==> config.mk <==
export PLATFORM = sky130hd
export DESIGN_NAME = add_sub_exp_align
export DESIGN_NICKNAME = d
export VERILOG_FILES = /design/src/rtl/add_sub_pkg.sv /design/src/rtl/add_sub_sticky_shift.sv /design/src/rtl/add_sub_exp_align.sv
export SDC_FILE = /design/constraint.sdc
export NUM_CORES = 1
export LEC_CHECK = 0
export CORE_ASPECT_RATIO = 0.5
export CORE_UTILIZATION = 38
export DETAILED_ROUTE_END_ITERATION = 8
export MAX_ROUTING_LAYER = met4
export PLACE_DENSITY = 0.66
export SETUP_SLACK_MARGIN = 0.05
export SLEW_MARGIN = 10
export SYNTH_ARGS = -nofsm -noshare
export SYNTH_HDL_FRONTEND = slang
export SYNTH_SLANG_ARGS = --single-unit
export TNS_END_PERCENT = 5
==> constraint.sdc <==
create_clock -name i_clk -period 6.8 [get_ports i_clk]
set_input_delay 0.68 -clock i_clk [delete_from_list [all_inputs] [get_ports i_clk]]
set_output_delay 0.68 -clock i_clk [all_outputs]
set_load 0.05 [all_outputs]
==> src/rtl/add_sub_pkg.sv <==
// Shared widths and payload types for the floating-point add/sub exponent-align pipeline.
package add_sub_pkg;

  localparam int unsigned SIZE_MAN = 24;
  localparam int unsigned SIZE_EXP = 8;

  typedef struct packed {
    logic                sign;
    logic [SIZE_EXP-1:0] exp;
    logic [SIZE_MAN-1:0] man;
  } operand_t;

  // Stage-1 result: operands already ordered max/min, with the alignment distance precomputed.
  typedef struct packed {
    logic                sign_max;
    logic                sign_min;
    logic                ezero_max;
    logic                ezero_min;
    logic [SIZE_EXP-1:0] exp_max;
    logic [SIZE_EXP-1:0] shift;
    logic [SIZE_MAN-1:0] man_max;
    logic [SIZE_MAN-1:0] man_min;
  } s1_payload_t;

endpackage

==> src/rtl/add_sub_sticky_shift.sv <==
// Combinational right shifter that also reports the OR of every bit shifted out (sticky).
module add_sub_sticky_shift #(
  parameter int unsigned SIZE_MAN   = 24,
  parameter int unsigned SIZE_SHIFT = 8
) (
  input  logic [SIZE_MAN-1:0]   man_i,
  input  logic [SIZE_SHIFT-1:0] shift_i,
  output logic [SIZE_MAN-1:0]   man_o,
  output logic                  sticky_o
);

  logic [SIZE_MAN-1:0] lost_mask;

  always_comb begin
    lost_mask = ~({SIZE_MAN{1'b1}} << shift_i);
    if (32'(shift_i) >= SIZE_MAN) begin
      man_o    = '0;
      sticky_o = |man_i;
    end else begin
      man_o    = man_i >> shift_i;
      sticky_o = |(man_i & lost_mask);
    end
  end

endmodule

==> src/rtl/add_sub_exp_align.sv <==
// Two-stage exponent compare/swap and mantissa alignment ahead of an FP adder.
// Define ADD_SUB_ALIGN_SUBNORM_EN to treat exponent-0 operands as subnormals instead of zero.
module add_sub_exp_align #(
  parameter int unsigned SIZE_MAN = add_sub_pkg::SIZE_MAN,
  parameter int unsigned SIZE_EXP = add_sub_pkg::SIZE_EXP,
  parameter int unsigned NUM_OP   = 1
) (
  input  logic                       i_clk,
  input  logic                       i_rst,
  input  logic                       i_valid,
  output logic                       o_ready,
  input  logic [SIZE_EXP+SIZE_MAN-1:0] i_data_a,
  input  logic [SIZE_EXP+SIZE_MAN-1:0] i_data_b,
  input  logic [NUM_OP-1:0]          i_fpu_op,
  output logic                       o_valid,
  input  logic                       i_ready,
  output logic [NUM_OP-1:0]          o_fpu_op,
  output logic                       o_sign_a,
  output logic                       o_sign_b,
  output logic [SIZE_EXP-1:0]        o_exp_max,
  output logic [SIZE_MAN-1:0]        o_man_max,
  output logic [SIZE_MAN-1:0]        o_man_min,
  output logic                       o_carry,
  output logic                       o_E_zero_A,
  output logic                       o_E_zero_B
);
  import add_sub_pkg::*;

  localparam int unsigned DW = SIZE_EXP + SIZE_MAN;

  function automatic operand_t unpack_op(input logic [DW-1:0] d);
    operand_t o;
    logic     ez;
    ez     = (d[DW-2 -: SIZE_EXP] == '0);
    o.sign = d[DW-1];
`ifdef ADD_SUB_ALIGN_SUBNORM_EN
    o.exp  = ez ? SIZE_EXP'(1) : d[DW-2 -: SIZE_EXP];
    o.man  = {~ez, d[SIZE_MAN-2:0]};
`else
    o.exp  = d[DW-2 -: SIZE_EXP];
    o.man  = ez ? '0 : {1'b1, d[SIZE_MAN-2:0]};
`endif
    return o;
  endfunction

  operand_t    op_a, op_b, op_max, op_min;
  logic        ez_a, ez_b, a_is_max;
  s1_payload_t s1_in, s1_d, s1_q;
  logic [NUM_OP-1:0] s1_op_d, s1_op_q, s2_op_d, s2_op_q;
  logic        s1_valid_d, s1_valid_q, s2_valid_d, s2_valid_q;
  logic        s1_adv, s2_adv;

  logic [SIZE_MAN-1:0] shifted;
  logic                sticky;
  logic                sign_max_d, sign_max_q, sign_min_d, sign_min_q;
  logic                ez_max_d, ez_max_q, ez_min_d, ez_min_q, carry_d, carry_q;
  logic [SIZE_EXP-1:0] exp_max_d, exp_max_q;
  logic [SIZE_MAN-1:0] man_max_d, man_max_q, man_min_d, man_min_q;

  // A stage may load whenever its downstream neighbour frees up; o_ready never depends on i_valid.
  assign s2_adv  = !s2_valid_q || i_ready;
  assign s1_adv  = !s1_valid_q || s2_adv;
  assign o_ready = s1_adv;

  always_comb begin
    op_a     = unpack_op(i_data_a);
    op_b     = unpack_op(i_data_b);
    ez_a     = (i_data_a[DW-2 -: SIZE_EXP] == '0);
    ez_b     = (i_data_b[DW-2 -: SIZE_EXP] == '0);
    a_is_max = (op_a.exp > op_b.exp) || ((op_a.exp == op_b.exp) && (op_a.man >= op_b.man));
    op_max   = a_is_max ? op_a : op_b;
    op_min   = a_is_max ? op_b : op_a;

    s1_in.sign_max  = op_max.sign;
    s1_in.sign_min  = op_min.sign;
    s1_in.ezero_max = a_is_max ? ez_a : ez_b;
    s1_in.ezero_min = a_is_max ? ez_b : ez_a;
    s1_in.exp_max   = op_max.exp;
    s1_in.shift     = op_max.exp - op_min.exp;
    s1_in.man_max   = op_max.man;
    s1_in.man_min   = op_min.man;

    s1_valid_d = s1_valid_q;
    s1_d       = s1_q;
    s1_op_d    = s1_op_q;
    if (s1_adv) begin
      s1_valid_d = i_valid;
      if (i_valid) begin
        s1_d    = s1_in;
        s1_op_d = i_fpu_op;
      end
    end
  end

  add_sub_sticky_shift #(
    .SIZE_MAN  (SIZE_MAN),
    .SIZE_SHIFT(SIZE_EXP)
  ) u_shift (
    .man_i   (s1_q.man_min),
    .shift_i (s1_q.shift),
    .man_o   (shifted),
    .sticky_o(sticky)
  );

  always_comb begin
    s2_valid_d = s2_valid_q;
    s2_op_d    = s2_op_q;
    sign_max_d = sign_max_q;
    sign_min_d = sign_min_q;
    ez_max_d   = ez_max_q;
    ez_min_d   = ez_min_q;
    exp_max_d  = exp_max_q;
    man_max_d  = man_max_q;
    man_min_d  = man_min_q;
    carry_d    = carry_q;
    if (s2_adv) begin
      s2_valid_d = s1_valid_q;
      if (s1_valid_q) begin
        s2_op_d    = s1_op_q;
        sign_max_d = s1_q.sign_max;
        sign_min_d = s1_q.sign_min;
        ez_max_d   = s1_q.ezero_max;
        ez_min_d   = s1_q.ezero_min;
        exp_max_d  = s1_q.exp_max;
        man_max_d  = s1_q.man_max;
        man_min_d  = shifted;
        carry_d    = sticky;
      end
    end
  end

  always_ff @(posedge i_clk) begin
    if (i_rst) begin
      s1_valid_q <= 1'b0;
      s1_q       <= '0;
      s1_op_q    <= '0;
      s2_valid_q <= 1'b0;
      s2_op_q    <= '0;
      sign_max_q <= 1'b0;
      sign_min_q <= 1'b0;
      ez_max_q   <= 1'b0;
      ez_min_q   <= 1'b0;
      exp_max_q  <= '0;
      man_max_q  <= '0;
      man_min_q  <= '0;
      carry_q    <= 1'b0;
    end else begin
      s1_valid_q <= s1_valid_d;
      s1_q       <= s1_d;
      s1_op_q    <= s1_op_d;
      s2_valid_q <= s2_valid_d;
      s2_op_q    <= s2_op_d;
      sign_max_q <= sign_max_d;
      sign_min_q <= sign_min_d;
      ez_max_q   <= ez_max_d;
      ez_min_q   <= ez_min_d;
      exp_max_q  <= exp_max_d;
      man_max_q  <= man_max_d;
      man_min_q  <= man_min_d;
      carry_q    <= carry_d;
    end
  end

  assign o_valid    = s2_valid_q;
  assign o_fpu_op   = s2_op_q;
  assign o_sign_a   = sign_max_q;
  assign o_sign_b   = sign_min_q;
  assign o_exp_max  = exp_max_q;
  assign o_man_max  = man_max_q;
  assign o_man_min  = man_min_q;
  assign o_carry    = carry_q;
  assign o_E_zero_A = ez_max_q;
  assign o_E_zero_B = ez_min_q;

endmodule

# Yosys cells after proc, flatten, opt, wreduce, memory -nomap -nowiden
# Index checks and enable logic that the tools add are counted.
[op_classes]
n_addsub = 1
order_cmp = 3
n_eq_ne = 1
shift = 2
muxes = 8
bitwise_logic = 2
reduce_logical = 12
[ops]
columns = ["cell", "count"]
rows = [
  ["2-to-1 mux 24 bit", 3],
  ["2-to-1 mux 33 bit", 2],
  ["OR reduction 24 bit", 2],
  ["bitwise AND 24 bit", 1],
  ["greater-or-equal comparator 24 bit", 1],
  ["inverter 24 bit", 1],
  ["left shift 24 x 8 -> 24 bit, first input constant", 1],
  [">> shifter 24 x 8 -> 24 bit", 1],
  ["zero test 8 bit", 2],
  ["== test 8 bit", 1],
  ["greater-or-equal comparator 8 x 5 -> 1 bit, second input constant", 1],
  ["greater-than comparator 8 bit", 1],
  ["subtractor 8 bit", 1],
  ["AND reduction 2 bit", 2],
  ["logical OR 1 bit", 3],
  ["2-to-1 mux 1 bit", 3],
  ["zero test 1 bit", 2],
  ["logical AND 1 bit", 1],
]
[totals]
register_bits = 133
input_bits = 69
elab_cells = 49

# Logic depth before layout (Yosys ltp)
[logic_depth]
ltp_word = 7
ltp_mapped = 15

# Cells and area by module
# A second synthesis with hierarchy kept.
[unflattened]
cells_unflattened = 1102
hier_area_um2 = 8162.8
[by_module_without_submodules]
columns = ["mod", "n_inst", "cells_per_inst", "area_per_inst_um2"]
rows = [
  ["add_sub_exp_align", 1, 843, 6490.0],
  ["add_sub_sticky_shift", 1, 259, 1672.9],
]

# Least setup slack after synthesis
# Ideal clock, no wire load.
[synth_timing]
path_kind = "input port to flip-flop"
startpoint = "input i_data_a[23]"
endpoint = "register s1_q[52] (netlist name)"
setup_ns = 0.120
arrival_ns = 3.793
path_slack_ns = 2.887
stages = 14
n_path_buf = 1
cell_sequence = "nor4_1 -> nand2_1 -> clkbuf_1 -> and2_1 -> ha_1 -> a21oi_1 -> nand2_1 -> a2111o_1 -> a2111o_1 -> nand2_4 -> mux2_4 -> a211oi_1 -> or4_1 -> nand3_1"
[synth_via]
elab_chain_cells = 7
word_cells_on_any_way = 10
cone_classes = "add/sub (1); order compare (2); eq/ne (1); mux (3); reduce/logical (3)"
[synth_lines]
columns = ["element", "line", "rtl"]
rows = [
  ["start: declaration", "add_sub_exp_align.sv:12", "input logic [SIZE_EXP+SIZE_MAN-1:0] i_data_a,"],
  ["zero test 8 bit", "add_sub_exp_align.sv:34", "ez = (d[DW-2 -: SIZE_EXP] == '0);"],
  ["2-to-1 mux 24 bit", "add_sub_exp_align.sv:41", "o.man = ez ? '0 : {1'b1, d[SIZE_MAN-2:0]};"],
  ["greater-or-equal comparator 24 bit", "add_sub_exp_align.sv:70", "a_is_max = (op_a.exp > op_b.exp) || ((op_a.exp == op_b.exp) && (op_a.man >= op_b.man));"],
  ["logical AND 1 bit", "add_sub_exp_align.sv:70", ""],
  ["logical OR 1 bit", "add_sub_exp_align.sv:70", ""],
  ["2-to-1 mux 33 bit, on equally long branches", "add_sub_exp_align.sv:71, add_sub_exp_align.sv:72", ""],
  ["subtractor 8 bit *", "add_sub_exp_align.sv:79", "s1_in.shift = op_max.exp - op_min.exp;"],
  ["end signal: assignment", "add_sub_exp_align.sv:135", "s1_q <= '0;"],
  ["end signal: assignment", "add_sub_exp_align.sv:149", "s1_q <= s1_d;"],
  ["end: declaration", "add_sub_exp_align.sv:48", "s1_payload_t s1_in, s1_d, s1_q;"],
]
# Every way passes the cells marked *; elsewhere a longest branch is shown, timed or not.
# A chain may end at the register's enable or synchronous reset.

# Worst setup path after layout
[layout_timing]
startpoint = "input i_data_a[27]"
endpoint = "register s1_q[52] (netlist name)"
# Same word-level chain as after synthesis.

==> metrics.md <==
| Metric | Value |
|---|---|
| I/O pin cnt | 133 |
| DIE WIDTH | 207.7 um |
| Final Routed Wirelength | roughly 26 mm |
| Tcrit/Tclk final | between 70% and 80% |
| CTS Root Cell | clkbuf_16 |
| Leakage | just under 4 nW |
| Final hold slack | about 0.45 ns |
| Num CTS Buffers | 17 |
| Clk pwr share | between 30% and 40% |
| Status | completed |
| Actual slew at the worst max-slew pin | 1.082 ns |
| Fmax | between 200 and 250 MHz |
| Setup Crit Path Kind | in2reg |
| Post-cts resize count | 0 |
| Largest net degree at the start of global routing | 100 |
| Number of global-route vias before repair | approximately 7500 |
| R2R depth | 9 |
| XOR/XNOR Fraction of Synth Area | less than 1% |
| Net Count, Synth | approximately 1200 |
| Internal power | roughly 1.6 mW |
| Nets | between 1000 and 1500 |
| Hold Crit Depth | 2 |
| Post-synthesis mux area share | 6.474% |
| Post-Synthesis Cells | between 1000 and 1500 |
| R2R Setup Slk | just under 4 ns |
| Delay-heaviest family, CP | simple AND/OR/NAND/NOR gates |
| Pre-antenna DRT Iters | 5 |
| Finished Cell Area | 10040 um2 |
| Dpl cell area | approximately 9500 um2 |
| Worst Slack Setup Final | about 1.8 ns |
| Sinks on Clock Net | between 100 and 150 |
| Max-slew violations | 0 |
| WP buf/inv | 1 |
| Combinational family with the most area after synthesis | simple AND/OR/NAND/NOR gates |
| Sw frac | between 30% and 40% |
| Cell taking the most area after synthesis | dfxtp_1 |
| Num rows | 37 |
| CP cell instances | clkdlybuf4s50_1 -> nor4_1 -> nand2_1 -> and2_1 -> ha_1 -> a21oi_1 -> nand2_1 -> a2111o_1 -> a2111o_1 -> nand2_4 -> mux2_4 -> a211oi_1 -> or4_1 -> nand3_1 |
| Synth async-reset ratio | 0% |
| Port buffer count | 132 |
| Peak VDD IR | between 0.00015 and 0.0002 V |
| Min Tclk post-route | around 5.0 ns |
| Number of distinct library cells after synthesis | 60 |
| Antenna diode count | 0 |
| Worst-Skew Late Latency | roughly 0.43 ns |
| Mapped Area | roughly 8000 um2 |
| Switching pwr | between 800 and 900 uW |
| RSZ-0062 raised after global routing | no |
| Worst EP arrival | around 5.3 ns |
| Setup TNS | 0 ns |
| Fill cell count | just over 2000 |
| DRT antenna net count | 0 |
| Synth Area in Adders | 4.980% |
| HP Start | s1_q[64] |
| GPL Wtd Cong | between 0.9 and 1 |
| Reg clk slew, reported paths | around 0.060 ns |
| Layout cells sized above 1 | roughly 5.3% |
| Hold Vio Cnt, Final | 0 |
| CP Max Fanout | 27 |
| Initial Util | 38.94% |
| Post-DP HPWL | approximately 19 mm |
| Synth Register Bits | 133 |
| GR Overflow Total | 0 |
| Worst Setup SP | i_data_a[27] |
| Comb pwr share | 26.0% |
| Critical Path Start Type | primary input |
| Dpl ws | 1.466 ns |
| Top post-synthesis cells by count | nand2_1, nor2_1, dfxtp_1 |
| FF-to-FF Start | s1_q[55] |
| Die height | around 100 um |
| Hold endpoint | o_E_zero_B |
| H-Tree Depth | 4 |
| Compound-Gate Fraction of Synth Area | 23.23% |
| Worst path max stage delay | between 0.5 and 0.6 ns |
| Clk_skew | about 0.011 ns |
| Worst slew margin | ~28% |
| Max Cap Viol | 0 |
| Worst-path cell with the longest stage delay | nand2_1 |
| WL per Instance | between 15 and 20 um |
| CTS tree | built |
| Syn. warnings | 0 |
| Die ar. | roughly 22000 um2 |
| Iteration-0 DRC Markers | 595 |
| Worst Hold Class | reg2reg |
| Sequential area share after synthesis | between 30 and 40% |
| First-pass GRT wire length | between 40 and 50 mm |
| Post-synth EDFFs | 0 |
| Worst Setup End Kind | flop |
| Required @ worst endpoint | roughly 7.1 ns |
| Synth-to-Final Area Change | 24.91% |
| Yosys top cell area share | about a third |
| Area contributors post-synth | dfxtp_1, nand2_1, a21oi_1, nor2_1, ha_1 |
| Final setup violation count | 0 |
| Vias | slightly above 8000 |
| Core Footprint | 20650 um2 |
| Initial antenna violation count | 0 |
| Vias/cell | 5.662 |
| Simple-gate portion of the synthesized area | a little over a quarter |
| Hold buffers post-CTS | 0 |
| Dominant cell by count in the synthesized netlist | nand2_1 |
| Syn_area_per_cell | 7.370 um2 |
| PD cells | approximately 240 nW/um2 |
| R2r endpoint | o_carry |
| DRC errors left | 0 |
| Sequential share of power | a little over a third |
| Primary FF master, synth | dfxtp_1 |
| GRT Resource Usage Total | 24.66% |
| Clk buf depth | 2 |
| Post-CTS Setup Bufs | 0 |
cell families after synthesis:
logic type / Yosys count
adder cells (fa/ha/maj): 32
buffers and inverters: 105
multiplexers: 47
AND/OR/NAND/NOR: 480
flip-flops: 133
AO/OA/AOI/OAI: 293
XOR/XNOR: 1
placed cells by master, fill, tap and decap left out, types with 17 or more instances in the layout:
| cell type | count |
|---|---|
| a211oi_1 | 46 |
| a21oi_1 | 117 |
| a311oi_1 | 23 |
| and2_1 | 24 |
| and3_1 | 26 |
| clkbuf_16 | 17 |
| clkdlybuf4s50_1 | 131 |
| dfxtp_1 | 133 |
| ha_1 | 32 |
| mux2i_1 | 37 |
| nand2_1 | 169 |
| nand3_1 | 22 |
| nor2_1 | 142 |
| nor3_1 | 49 |
| o21ai_0 | 37 |
layer usage:
layer,vias up,wire length (um),track usage (%)
li1,4085,-,-
met1,3843,13280,35.86
met2,279,10510,33.93
met3,26,1794,5.200
met4,0,337,6.561
met5,-,0,-
cell type report:
cell class / instances / area, um2 / area share (%)
inverters: 16 / 60.06 / 0.5980
clock buffers: 18 / 429.2 / 4.273
well taps: 273 / 341.6 / 3.401
repair buffers: 147 / 1431 / 14.25
multi-input cells: 853 / 4966 / 49.45
flip-flops and latches: 133 / 2663 / 26.51
clock inverters: 14 / 152.6 / 1.520
tightest hold or removal path: stages, from the launching register on:
cell	delay, ns
dfxtp_1	0.31
nand2_1	0.05
a21oi_1	0.05
power groups by stage:
stage	Combinational, mW	Clock (mW)	Sequential (mW)
global route	0.697	0.974	0.901
floorplan	0.406	0	0.928
global placement	0.626	0	0.908
detailed placement	0.628	0	0.909
CTS	0.631	0.936	0.892
finish	0.636	0.921	0.894
how the worst max path moves through the flow:
stage | endpoint | depth (start not counted) | slack, ns
after global placement | s1_q[52] | 14 | 1.55
after CTS | s1_q[52] | 14 | 1.89
after detailed placement | s1_q[52] | 14 | 1.47
after floorplan | s1_q[52] | 14 | 2.89
final | s1_q[52] | 14 | 1.83
after global routing | s1_q[54] | 14 | 1.51
flip-flops by register name, indices dropped and copies added (netlist names):
signal      cells
o_sign_b        1
s1_q           68
o_valid         1
o_man_max      24
o_man_min      24
s1_valid_q      1
o_exp_max       8
o_E_zero_B      1
o_carry         1
o_sign_a        1
o_fpu_op        1
o_E_zero_A      1
s1_op_q         1
stage by stage:
| step | power [mW] | std cells | utilization [%] |
|---|---|---|---|
| 2_1_floorplan | 1.335 | 1091 | - |
| 3_3_place_gp | 1.534 | 1422 | 45.82 |
| 3_5_place_dp | 1.537 | 1422 | 45.82 |
| 4_1_cts | 2.459 | 1454 | 48.64 |
| 5_1_grt | 2.572 | 1454 | 48.64 |
| 6_report | 2.451 | 1454 | 48.64 |
No activity file was read; power rests on OpenSTA's default activity.
